File: src/rtl/cvxif_copro_ooo.sv
// CV-X-IF coprocessor for custom-3 ALU ops.
// Tracks in-flight IDs, pipelines execution and completes out of order.
module cvxif_copro_ooo #(
    parameter int XLEN        = 64,
    parameter int IdWidth     = 4,
    parameter int HartIdWidth = 64,
    parameter int Latency     = 2,
    parameter int ResultDepth = 4
) (
    input  logic                   clk_i,
    input  logic                   rst_i,
    input  logic                   compressed_valid_i,
    input  logic [15:0]            compressed_instr_i,
    output logic                   compressed_ready_o,
    output logic                   compressed_accept_o,
    output logic [31:0]            compressed_instr_o,
    input  logic                   issue_valid_i,
    input  logic [31:0]            issue_instr_i,
    input  logic [HartIdWidth-1:0] issue_hartid_i,
    input  logic [IdWidth-1:0]     issue_id_i,
    output logic                   issue_ready_o,
    output logic                   issue_accept_o,
    output logic                   issue_writeback_o,
    output logic [1:0]             issue_register_read_o,
    input  logic                   register_valid_i,
    input  logic [IdWidth-1:0]     register_id_i,
    input  logic [XLEN-1:0]        register_rs0_i,
    input  logic [XLEN-1:0]        register_rs1_i,
    input  logic [1:0]             register_rs_valid_i,
    output logic                   register_ready_o,
    input  logic                   commit_valid_i,
    input  logic [IdWidth-1:0]     commit_id_i,
    input  logic                   commit_kill_i,
    output logic                   result_valid_o,
    input  logic                   result_ready_i,
    output logic [HartIdWidth-1:0] result_hartid_o,
    output logic [IdWidth-1:0]     result_id_o,
    output logic [XLEN-1:0]        result_data_o,
    output logic [4:0]             result_rd_o,
    output logic                   result_we_o
);

    localparam int NrEntries = 2 ** IdWidth;
    localparam int PW = (ResultDepth > 1) ? $clog2(ResultDepth) : 1;
    localparam int CW = $clog2(ResultDepth + 1);
    localparam int EW = $clog2(NrEntries + 1);
    localparam int LAST = Latency - 1;

    typedef enum logic [1:0] {
        ST_FREE, ST_ISSUED, ST_OPS, ST_EXEC
    } state_e;

    typedef enum logic [1:0] {
        OP_ADD, OP_SUB, OP_XOR, OP_NOP
    } op_e;

    function automatic logic [PW-1:0] ptr_inc(input logic [PW-1:0] p);
        return (p == PW'(ResultDepth - 1)) ? '0 : p + PW'(1);
    endfunction

    // in-flight table
    state_e                 state_q [NrEntries];
    state_e                 state_d [NrEntries];
    op_e                    op_q    [NrEntries];
    op_e                    op_d    [NrEntries];
    logic [4:0]             rd_q    [NrEntries];
    logic [4:0]             rd_d    [NrEntries];
    logic [HartIdWidth-1:0] hart_q  [NrEntries];
    logic [HartIdWidth-1:0] hart_d  [NrEntries];
    logic [XLEN-1:0]        rsa_q   [NrEntries];
    logic [XLEN-1:0]        rsa_d   [NrEntries];
    logic [XLEN-1:0]        rsb_q   [NrEntries];
    logic [XLEN-1:0]        rsb_d   [NrEntries];
    logic                   cmt_q   [NrEntries];
    logic                   cmt_d   [NrEntries];
    logic                   kil_q   [NrEntries];
    logic                   kil_d   [NrEntries];

    // execute pipeline
    logic               pv_q   [Latency];
    logic               pv_d   [Latency];
    logic [IdWidth-1:0] pid_q  [Latency];
    logic [IdWidth-1:0] pid_d  [Latency];
    logic [XLEN-1:0]    pdat_q [Latency];
    logic [XLEN-1:0]    pdat_d [Latency];

    // result fifo
    logic [IdWidth-1:0] fid_q  [ResultDepth];
    logic [IdWidth-1:0] fid_d  [ResultDepth];
    logic [XLEN-1:0]    fdat_q [ResultDepth];
    logic [XLEN-1:0]    fdat_d [ResultDepth];
    logic [PW-1:0]      wp_q, wp_d, rp_q, rp_d;
    logic [CW-1:0]      cnt_q, cnt_d;

    logic               dec_legal, dec_wb;
    op_e                dec_op;
    logic [EW-1:0]      busy;
    logic               disp_v, disp_go;
    logic [IdWidth-1:0] disp_id, hid;
    logic [XLEN-1:0]    alu_res;
    logic               fifo_full, pop, stall;
    logic               last_kill, push, drop;
    logic               unused_in;

    assign unused_in = ^{compressed_valid_i, compressed_instr_i,
                         issue_instr_i[24:15]};

    // Decode of the issued instruction
    always_comb begin
        dec_op    = op_e'(issue_instr_i[13:12]);
        dec_legal = (issue_instr_i[6:0] == 7'h7B)
                 && (issue_instr_i[31:25] == 7'h00)
                 && !issue_instr_i[14];
        dec_wb    = dec_legal && (dec_op != OP_NOP);
    end

    assign compressed_ready_o    = 1'b1;
    assign compressed_accept_o   = 1'b0;
    assign compressed_instr_o    = '0;
    assign issue_accept_o        = dec_legal;
    assign issue_writeback_o     = dec_wb;
    assign issue_register_read_o = dec_wb ? 2'b11 : 2'b00;
    assign register_ready_o      = 1'b1;

    // Count busy entries for issue flow control
    always_comb begin
        busy = '0;
        for (int i = 0; i < NrEntries; i++) begin
            if (state_q[i] != ST_FREE) busy = busy + EW'(1);
        end
    end

    assign issue_ready_o = !rst_i && (busy < EW'(NrEntries));

    // Lowest-index ready entry wins dispatch
    always_comb begin
        disp_v  = 1'b0;
        disp_id = '0;
        for (int i = NrEntries - 1; i >= 0; i--) begin
            if (state_q[i] == ST_OPS && cmt_q[i]
                && op_q[i] != OP_NOP) begin
                disp_v  = 1'b1;
                disp_id = IdWidth'(i);
            end
        end
    end

    // ALU evaluated on the entry being dispatched
    always_comb begin
        alu_res = '0;
        unique case (op_q[disp_id])
            OP_ADD:  alu_res = rsa_q[disp_id] + rsb_q[disp_id];
            OP_SUB:  alu_res = rsa_q[disp_id] - rsb_q[disp_id];
            OP_XOR:  alu_res = rsa_q[disp_id] ^ rsb_q[disp_id];
            default: alu_res = '0;
        endcase
    end

    // Handshake, stall and fifo write decisions
    always_comb begin
        hid       = fid_q[rp_q];
        fifo_full = (cnt_q == CW'(ResultDepth));
        pop       = (cnt_q != '0) && result_ready_i;
        stall     = pv_q[LAST] && fifo_full && !pop;
        disp_go   = disp_v && !stall;
        last_kill = kil_q[pid_q[LAST]]
                 || (commit_valid_i && commit_kill_i
                     && commit_id_i == pid_q[LAST]);
        push      = pv_q[LAST] && !stall && !last_kill;
        drop      = pv_q[LAST] && !stall && last_kill;
    end

    // In-flight table next state
    always_comb begin
        state_d = state_q;
        op_d    = op_q;
        rd_d    = rd_q;
        hart_d  = hart_q;
        rsa_d   = rsa_q;
        rsb_d   = rsb_q;
        cmt_d   = cmt_q;
        kil_d   = kil_q;
        for (int i = 0; i < NrEntries; i++) begin
            if (issue_valid_i && issue_ready_o && dec_legal
                && issue_id_i == IdWidth'(i)
                && state_q[i] == ST_FREE) begin
                state_d[i] = (dec_op == OP_NOP) ? ST_OPS : ST_ISSUED;
                op_d[i]    = dec_op;
                rd_d[i]    = issue_instr_i[11:7];
                hart_d[i]  = issue_hartid_i;
                cmt_d[i]   = 1'b0;
                kil_d[i]   = 1'b0;
            end
            if (register_valid_i && register_id_i == IdWidth'(i)
                && state_q[i] == ST_ISSUED
                && register_rs_valid_i == 2'b11) begin
                state_d[i] = ST_OPS;
                rsa_d[i]   = register_rs0_i;
                rsb_d[i]   = register_rs1_i;
            end
            if (commit_valid_i && !commit_kill_i
                && commit_id_i == IdWidth'(i)
                && state_q[i] != ST_FREE) begin
                cmt_d[i] = 1'b1;
            end
            if (state_q[i] == ST_OPS && cmt_q[i]
                && op_q[i] == OP_NOP) begin
                state_d[i] = ST_FREE;
            end
            if (disp_go && disp_id == IdWidth'(i)) begin
                state_d[i] = ST_EXEC;
            end
            if (pop && hid == IdWidth'(i)) begin
                state_d[i] = ST_FREE;
            end
            if (drop && pid_q[LAST] == IdWidth'(i)) begin
                state_d[i] = ST_FREE;
            end
            if (commit_valid_i && commit_kill_i
                && commit_id_i == IdWidth'(i)) begin
                if (state_d[i] == ST_EXEC) begin
                    kil_d[i] = 1'b1;
                end else if (state_q[i] == ST_ISSUED
                             || state_q[i] == ST_OPS) begin
                    state_d[i] = ST_FREE;
                end
            end
        end
    end

    // Pipeline advance, held as a whole on stall
    always_comb begin
        pv_d   = pv_q;
        pid_d  = pid_q;
        pdat_d = pdat_q;
        if (!stall) begin
            pv_d[0]   = disp_go;
            pid_d[0]  = disp_id;
            pdat_d[0] = alu_res;
            for (int i = 1; i < Latency; i++) begin
                pv_d[i]   = pv_q[i-1];
                pid_d[i]  = pid_q[i-1];
                pdat_d[i] = pdat_q[i-1];
            end
        end
    end

    // Result fifo pointers and storage
    always_comb begin
        fid_d  = fid_q;
        fdat_d = fdat_q;
        wp_d   = wp_q;
        rp_d   = rp_q;
        cnt_d  = cnt_q;
        if (push) begin
            fid_d[wp_q]  = pid_q[LAST];
            fdat_d[wp_q] = pdat_q[LAST];
            wp_d         = ptr_inc(wp_q);
        end
        if (pop) rp_d = ptr_inc(rp_q);
        if (push && !pop) cnt_d = cnt_q + CW'(1);
        if (!push && pop) cnt_d = cnt_q - CW'(1);
    end

    // Control state with synchronous reset
    always_ff @(posedge clk_i) begin
        if (rst_i) begin
            for (int i = 0; i < NrEntries; i++) begin
                state_q[i] <= ST_FREE;
                cmt_q[i]   <= 1'b0;
                kil_q[i]   <= 1'b0;
            end
            for (int i = 0; i < Latency; i++) pv_q[i] <= 1'b0;
            wp_q  <= '0;
            rp_q  <= '0;
            cnt_q <= '0;
        end else begin
            state_q <= state_d;
            cmt_q   <= cmt_d;
            kil_q   <= kil_d;
            pv_q    <= pv_d;
            wp_q    <= wp_d;
            rp_q    <= rp_d;
            cnt_q   <= cnt_d;
        end
    end

    // Payload storage, qualified by the control state
    always_ff @(posedge clk_i) begin
        op_q   <= op_d;
        rd_q   <= rd_d;
        hart_q <= hart_d;
        rsa_q  <= rsa_d;
        rsb_q  <= rsb_d;
        pid_q  <= pid_d;
        pdat_q <= pdat_d;
        fid_q  <= fid_d;
        fdat_q <= fdat_d;
    end

    // Head of the fifo drives the result port, zero when idle
    always_comb begin
        result_valid_o  = (cnt_q != '0);
        result_we_o     = result_valid_o;
        result_id_o     = result_valid_o ? hid : '0;
        result_data_o   = result_valid_o ? fdat_q[rp_q] : '0;
        result_rd_o     = result_valid_o ? rd_q[hid] : '0;
        result_hartid_o = result_valid_o ? hart_q[hid] : '0;
    end

    // Issuing onto a busy ID is a core protocol error
    always_ff @(posedge clk_i) begin
        if (!rst_i && issue_valid_i && issue_ready_o && dec_legal) begin
            assert (state_q[issue_id_i] == ST_FREE);
        end
    end

endmodule

File: config.mk
export PLATFORM = sky130hd
export DESIGN_NAME = cvxif_copro_ooo
export DESIGN_NICKNAME = d
export VERILOG_FILES = /design/src/rtl/cvxif_copro_ooo.sv
export SDC_FILE = /design/constraint.sdc
export NUM_CORES = 2
export LEC_CHECK = 0
export ABC_AREA = 1
export ABC_CLOCK_PERIOD_IN_PS = 11200
export CAP_MARGIN = 20
export CORE_ASPECT_RATIO = 0.9
export CORE_UTILIZATION = 60
export DETAILED_ROUTE_END_ITERATION = 12
export PLACE_DENSITY = 0.85
export SYNTH_ARGS = -nofsm -noshare
export SYNTH_HDL_FRONTEND = slang
export SYNTH_SLANG_ARGS = --single-unit
File: constraint.sdc
create_clock -name clk_i -period 11.2 [get_ports clk_i]
set_input_delay 1.12 -clock clk_i [delete_from_list [all_inputs] [get_ports clk_i]]
set_output_delay 1.12 -clock clk_i [all_outputs]
set_load 0.005 [all_outputs]
# ---- Word-level counts from Yosys, hierarchy flattened
# Cells that the tools add are included.
dict set report word_totals {
  wordCells 997
  ramBits 0
  latch_bits 0
  n_memories 0
  romBits 0
  register_bits 3665
  out_inout_bits 179
  inputBits 262
}
dict set report op_classes {
  eq_ne 180
  div 0
  n_shift 0
  n_bitwise 6
  n_reduce_logical 325
  addsub 21
  multipliers 0
  n_lt_le_gt_ge 7
  n_mux 313
}
# cell count
set ops {}
lappend ops {{binary-select mux 64 bit (select 4 bit)} 3}
lappend ops {{2-to-1 mux 64 bit} 11}
lappend ops {{2-to-1 mux 2 bit} 150}
lappend ops {{bitwise mux 256 bit} 1}
lappend ops {{logical AND 1 bit} 243}
lappend ops {{== test 4 bit, second input constant} 48}
lappend ops {{one-hot mux 64 bit (3 select lines)} 1}
lappend ops {{binary-select mux 64 bit (select 2 bit)} 1}
lappend ops {{demux 64 bit (select 2 bit)} 1}
lappend ops {{== test 2 bit, second input constant} 53}
lappend ops {{2-to-1 mux 1 bit} 99}
lappend ops {{== test 4 x 3 -> 1 bit, second input constant} 24}
lappend ops {{2-to-1 mux 5 bit} 18}
lappend ops {{2-to-1 mux 4 bit} 20}
lappend ops {{adder 5 x 1 -> 5 bit, second input constant} 15}
lappend ops {{nonzero test 2 bit} 33}
lappend ops {{adder 64 bit} 1}
lappend ops {{subtractor 64 bit} 1}
lappend ops {{bitwise XOR 64 bit} 1}
lappend ops {{== test 4 x 2 -> 1 bit, second input constant} 12}
lappend ops {{== test 2 x 1 -> 1 bit, second input constant} 17}
lappend ops {{zero test 2 bit} 17}
lappend ops {{inequality test 2 bit, second input constant} 17}
lappend ops {{== test 4 x 1 -> 1 bit, second input constant} 6}
lappend ops {{24 further kinds} 59}

# ---- Longest topological paths before layout
dict set report depth {
  word_depth 47
  ltp_mapped 65
  ltp_nobuf 62
}

# ---- Least setup slack after synthesis
# Ideal clock, no wire load.
dict set report synth_path {
  path_kind {reg2reg}
  start {register state_q[28] in the netlist's numbering}
  end {register hart_q[320] in the netlist's numbering (enable)}
  t_arrival_ps 8271
  period_less_slack_ps 8697
  n_path_buf 1
  stages_incl_launch_ff 53
  setup_time_ps 426
  path_slack_ps 2503
  required_ps 10774
  path_cell_list {dfxtp_1 > inv_1 > ha_1 > inv_1 > ha_1 > inv_1 > nand2_1 > nand2_2 > inv_1 > ha_1 > or2_2 > nand2_1 > nand2_1 > nand3_1 > nand2_1 > ha_1 > or2_2 > nand2_1 > [17 not listed] > nand2_1 > ha_1 > or2_2 > nand3_1 > nand3_1 > and2_1 > ha_1 > nand2_1 > a21oi_1 > nand2_1 > nor2_1 > nand2_1 > nand3_1 > nand2_2 > nor2_4 > buf_8 > nand3_2 > inv_1}
}
dict set report synth_via {
  elab_chain_len 36
}
# element line
set synth_rtl {}
lappend synth_rtl {{from (decl)} 62} ;# state_e state_q [NrEntries];
lappend synth_rtl {{from (signal assigned)} 278} ;# state_q <= state_d;
lappend synth_rtl {{nonzero test 2 bit *} 129} ;# if (state_q[i] != ST_FREE) busy = busy + EW'(1);
lappend synth_rtl {{2-to-1 mux 5 bit *} 129}
lappend synth_rtl {{adder 5 x 1 -> 5 bit} 129}
lappend synth_rtl {{2-to-1 mux 5 bit *} 129}
lappend synth_rtl {{adder 5 x 1 -> 5 bit} 129}
lappend synth_rtl {{2-to-1 mux 5 bit *} 129}
lappend synth_rtl {{adder 5 x 1 -> 5 bit} 129}
lappend synth_rtl {{2-to-1 mux 5 bit *} 129}
lappend synth_rtl {{[19 not listed]} n/a}
lappend synth_rtl {{2-to-1 mux 5 bit *} 129}
lappend synth_rtl {{adder 5 x 1 -> 5 bit} 129}
lappend synth_rtl {{2-to-1 mux 5 bit *} 129}
lappend synth_rtl {{less-than comparator 5 bit *} 133} ;# assign issue_ready_o = !rst_i && (busy < EW'(NrEntries));
lappend synth_rtl {{logical AND 1 bit *} 133}
lappend synth_rtl {{logical AND 1 bit * (2 in series)} 184} ;# if (issue_valid_i && issue_ready_o && dec_legal
lappend synth_rtl {{logical AND 1 bit *} 185} ;# && issue_id_i == IdWidth'(i)
lappend synth_rtl {{logical AND 1 bit *} 186} ;# && state_q[i] == ST_FREE) begin
lappend synth_rtl {{to (signal assigned)} 292} ;# hart_q <= hart_d;
lappend synth_rtl {{to (decl)} 68} ;# logic [HartIdWidth-1:0] hart_q [NrEntries];
# Every way passes the cells marked *; elsewhere a longest branch is shown, timed or not.
# A chain may end at the register's enable or synchronous reset.

# ---- Worst setup path in the final report
dict set report layout_path {
  start {register state_q[28] in the netlist's numbering}
  end {output issue_ready_o}
}
dict set report layout_via {
  elab_chain_len 32
}
# element line
set layout_rtl {}
lappend layout_rtl {{nonzero test 2 bit *} 129}
lappend layout_rtl {{2-to-1 mux 5 bit *} 129}
lappend layout_rtl {{adder 5 x 1 -> 5 bit} 129}
lappend layout_rtl {{2-to-1 mux 5 bit *} 129}
lappend layout_rtl {{adder 5 x 1 -> 5 bit} 129}
lappend layout_rtl {{2-to-1 mux 5 bit *} 129}
lappend layout_rtl {{adder 5 x 1 -> 5 bit} 129}
lappend layout_rtl {{2-to-1 mux 5 bit *} 129}
lappend layout_rtl {{[16 not listed]} n/a}
lappend layout_rtl {{adder 5 x 1 -> 5 bit} 129}
lappend layout_rtl {{2-to-1 mux 5 bit *} 129}
lappend layout_rtl {{adder 5 x 1 -> 5 bit} 129}
lappend layout_rtl {{2-to-1 mux 5 bit *} 129}
lappend layout_rtl {{adder 5 x 1 -> 5 bit} 129}
lappend layout_rtl {{2-to-1 mux 5 bit *} 129}
lappend layout_rtl {{less-than comparator 5 bit *} 133}
lappend layout_rtl {{logical AND 1 bit *} 133}
lappend layout_rtl {{to (decl)} 21} ;# output logic issue_ready_o,
# Marked as above.

==> impl_metrics.py <==
metrics = {
    "run_status": {
        "outcome": "finished clean",
    },
    "cts": {
        "cts.hold.buffers_added": 0,
        "cts_root_buf": "clkbuf_16",
        "cts-htree-levels": 5,
        "cts_tree": "built",
        "clock_path_buffers": 4,
        "cts_buffers": 347,
        "post_cts_buffers": 0,
        "cts.sinks": 3665,
        "cts.clk_slew.worst_paths_ps": 60,
        "clock_latency_ps": 930,
        "cts_resized": 0,
    },
    "synthesis": {
        "synth_ff_type": "edfxtp_1",
        "synth_mux_area_share_pct": 0.01371,
        "yosysSeqAreaShare_pct": 74.85,
        "synth.distinct_cells": 62,
        "synth-edff-count": 3592,
        "ys_warn_count": 0,
        "synth_top_family_by_area": "simple AND/OR/NAND/NOR gates",
        "synth-simple-area-share_pct": 14.35,
        "synthAdderAreaFrac_pct": 1.158,
        "synthXorXnorAreaFrac_pct": 0.7496,
        "avgSynthCellArea_um2": 12.90,
        "async_flop_share_pct": 0,
        "syn_area_mm2": 0.1461,
        "synth_compound_area_share_pct": 6.255,
        "synth_cells": 11320,
        "synth_top_area_share_pct": 73.85,
        "synth_top_area_cell": "edfxtp_1",
        "ys_ff_latch": 3665,
        "synth.area.top_cells": "edfxtp_1 74%, nand2_1 8.2%, nand4_1 2.9%, o22ai_1 2.0%, o21ai_0 1.8%",
    },
    "floorplanning": {
        "die_height_um": 470.1,
        "die_width_um": 522.1,
        "rows": 171,
        "io_pins": 441,
        "core_area_mm2": 0.2416,
        "design.die.area_mm2": 0.2454,
        "start_util_pct": 60.46,
    },
    "route": {
        "drc_errors": 0,
        "drt_first_pass_iters": 10,
        "drt_iter0_markers": 16590,
        "via_per_inst": 6.684,
        "postRouteAntennaNets": 0,
        "wirelength_um": 434800,
        "vias": 101300,
        "wire_per_inst_um": 28.68,
    },
    "global_route": {
        "grt_use_total_pct": 34.38,
        "grt_max_degree": 157,
        "overflow": 0,
        "first_global_vias": 98110,
        "antenna_found_initial": 75,
        "grt_pass1_wl_um": 619900,
    },
    "power": {
        "ir_worst_vdd_mv": 0.1849,
        "power.density_mw_per_mm2": 176.1,
        "leakagePower_nw": 55.12,
    },
    "sta": {
        "maxSlewViolCount": 0,
        "slew_headroom_pct": 17.43,
        "fin_crit_ps": 10500,
        "timing.final.crit_share_pct": 93.71,
        "tightest_slew_ps": 1238,
        "max_freq_mhz": 95.28,
        "tns_ps": 0,
        "setup_viol": 0,
        "clock_skew_ps": 77.63,
        "hold_viol_final": 0,
        "holdWs_ps": 370.2,
        "rsz0062_at_grt": "no",
    },
    "min_path": {
        "min_path_type": "flip-flop to flip-flop",
    },
    "critical_path": {
        "cp_slowest_cell": "clkdlybuf4s50_1",
        "r2r_slack_ps": 1420,
        "slowest_delay_ps": 610,
        "arrival_ps": 9380,
        "r2r-start": "state_q[2]",
        "startpoint": "state_q[28]",
        "cp-end-kind": "output pin",
        "critPathLaunchType": "flip-flop",
        "crit_top_cell": "nand2_1",
        "cp_max_fo": 31,
        "required_ps": 10080,
        "crit_end": "issue_ready_o",
        "r2r_cells": 56,
        "path_class": "flip-flop to output pin",
        "worstReg2RegEnd": "pdat_q[107]",
    },
    "flow_run": {
        "cap_violations": 0,
    },
    "layout": {
        "area.growth.synth_to_final_pct": 12.65,
        "layout_commonest_cell": "edfxtp_1",
        "fillers": 14580,
        "drive_gt1_share_pct": 6.475,
        "nNetsFinal": 12050,
        "layout_common_cells": "3592 x edfxtp_1, 3175 x nand2_1, 681 x nand4_1",
    },
    "placement": {
        "place_hpwl_um": 234700,
        "port_buffers": 378,
        "place.gp.congestion": 1.024,
    },
}
power by group:
| part | internal (mW) | switching (mW) |
|---|---|---|
| Sequential | 15.0 | 0.0185 |
| Clock | 6.59 | 5.15 |
| Combinational | 0.704 | 1.50 |
| Total | 22.3 | 6.66 |
Yosys cell counts, types with 5 or more instances:
cell / count
a21oi_1: 274
nand3_1: 270
inv_1: 377
o21ai_1: 5
o221ai_1: 59
a21oi_2: 6
edfxtp_1: 3592
xor2_1: 68
nand2_2: 18
nand4_1: 681
nand3_4: 5
xnor2_1: 57
nor4_1: 11
a221o_1: 5
nand2_4: 8
buf_1: 66
nor3_1: 70
a22oi_1: 6
a221oi_1: 33
ha_1: 132
o22ai_1: 477
inv_2: 12
nand2_1: 3177
a31oi_1: 26
buf_2: 38
o21ai_0: 519
or2_2: 13
clkbuf_1: 418
o211ai_1: 9
clkinv_1: 9
nand3b_1: 5
o22a_1: 54
a32o_1: 8
buf_4: 40
nor2_1: 609
o211a_1: 6
o2111ai_1: 16
nor3_2: 5
nand3_2: 19
dfxtp_1: 73
registers in the layout (all words and copies together), names as in the netlist:
signal   flops
cnt_q        3
pid_q        8
wp_q         2
rsa_q     1024
rp_q         2
state_q     32
pv_q         2
pdat_q     128
fdat_q     256
cmt_q       16
fid_q       16
rsb_q     1024
hart_q    1024
rd_q        80
kil_q       16
op_q        32
how the worst min path moves through the flow:
stage | start | end | slack, ps | depth (start not counted)
after global placement | pid_q[6] | pid_q[2] | 400 | 0
after detailed placement | pdat_q[83] | pdat_q[19] | 400 | 0
after CTS | pdat_q[77] | pdat_q[13] | 360 | 0
after floorplan | pdat_q[64] | pdat_q[0] | 400 | 0
after global routing | pdat_q[77] | pdat_q[13] | 380 | 0
final | pdat_q[77] | pdat_q[13] | 370 | 0
critical path, delay by kind of cell (launching register included):
family | cells | cell delay (ps)
flops | 1 | 310
simple gates | 34 | 4080
buf+inv | 8 | 1600
fa+ha+maj | 8 | 2320
compound gates | 1 | 140
routing by layer:
layer / part of all wire (%) / up-vias / wire, µm / global-route usage, %
met4: 6.0 / 70 / 25890 / 19.90
met5: 0.11 / - / 466 / 0
met1: 34 / 48340 / 146200 / 44.81
met2: 45 / 9166 / 196900 / 52.34
li1: - / 42050 / - / -
met3: 15 / 1726 / 65310 / 9.248
through the flow:
| stage | cells | cell area (µm²) | utilization (%) | total power [mW] | worst slack, ps |
|---|---|---|---|---|---|
| 6_report | 15160 | 164500 | 68.12 | 28.98 | 704.6 |
| 5_1_grt | 15140 | 164500 | 68.09 | 29.50 | 25.25 |
| 2_1_floorplan | 11350 | 146200 | - | 16.35 | 2504 |
| 3_3_place_gp | 14500 | 153300 | 63.45 | 17.31 | 1510 |
| 4_1_cts | 15120 | 164400 | 68.06 | 28.83 | 733.3 |
| 3_5_place_dp | 14500 | 153300 | 63.45 | 17.39 | 1708 |
cell families (layout without fill, tap and decap cells):
group,after synthesis,in the layout
adders and majority gates,134,134
muxes,2,2
DFF,3665,3665
buffers and inverters,962,1532
xor gates and xnor gates,125,125
other,2,74
and+or+nand+nor,4899,4899
AOI/OAI and AO/OA,1531,1531
layout make-up:
type                    count  area [µm²]  area share, %
well taps                3200        4004          2.433
inverters                 398        1685          1.024
diodes                     39       97.59        0.05931
flip-flops and latches   3665      109300          66.45
repair buffers            514        5145          3.127
multi-input cells        6726       33150          20.15
clock inverters           194        1957          1.189
clock buffers             426        9169          5.572
No activity file was read; power rests on OpenSTA's default activity.
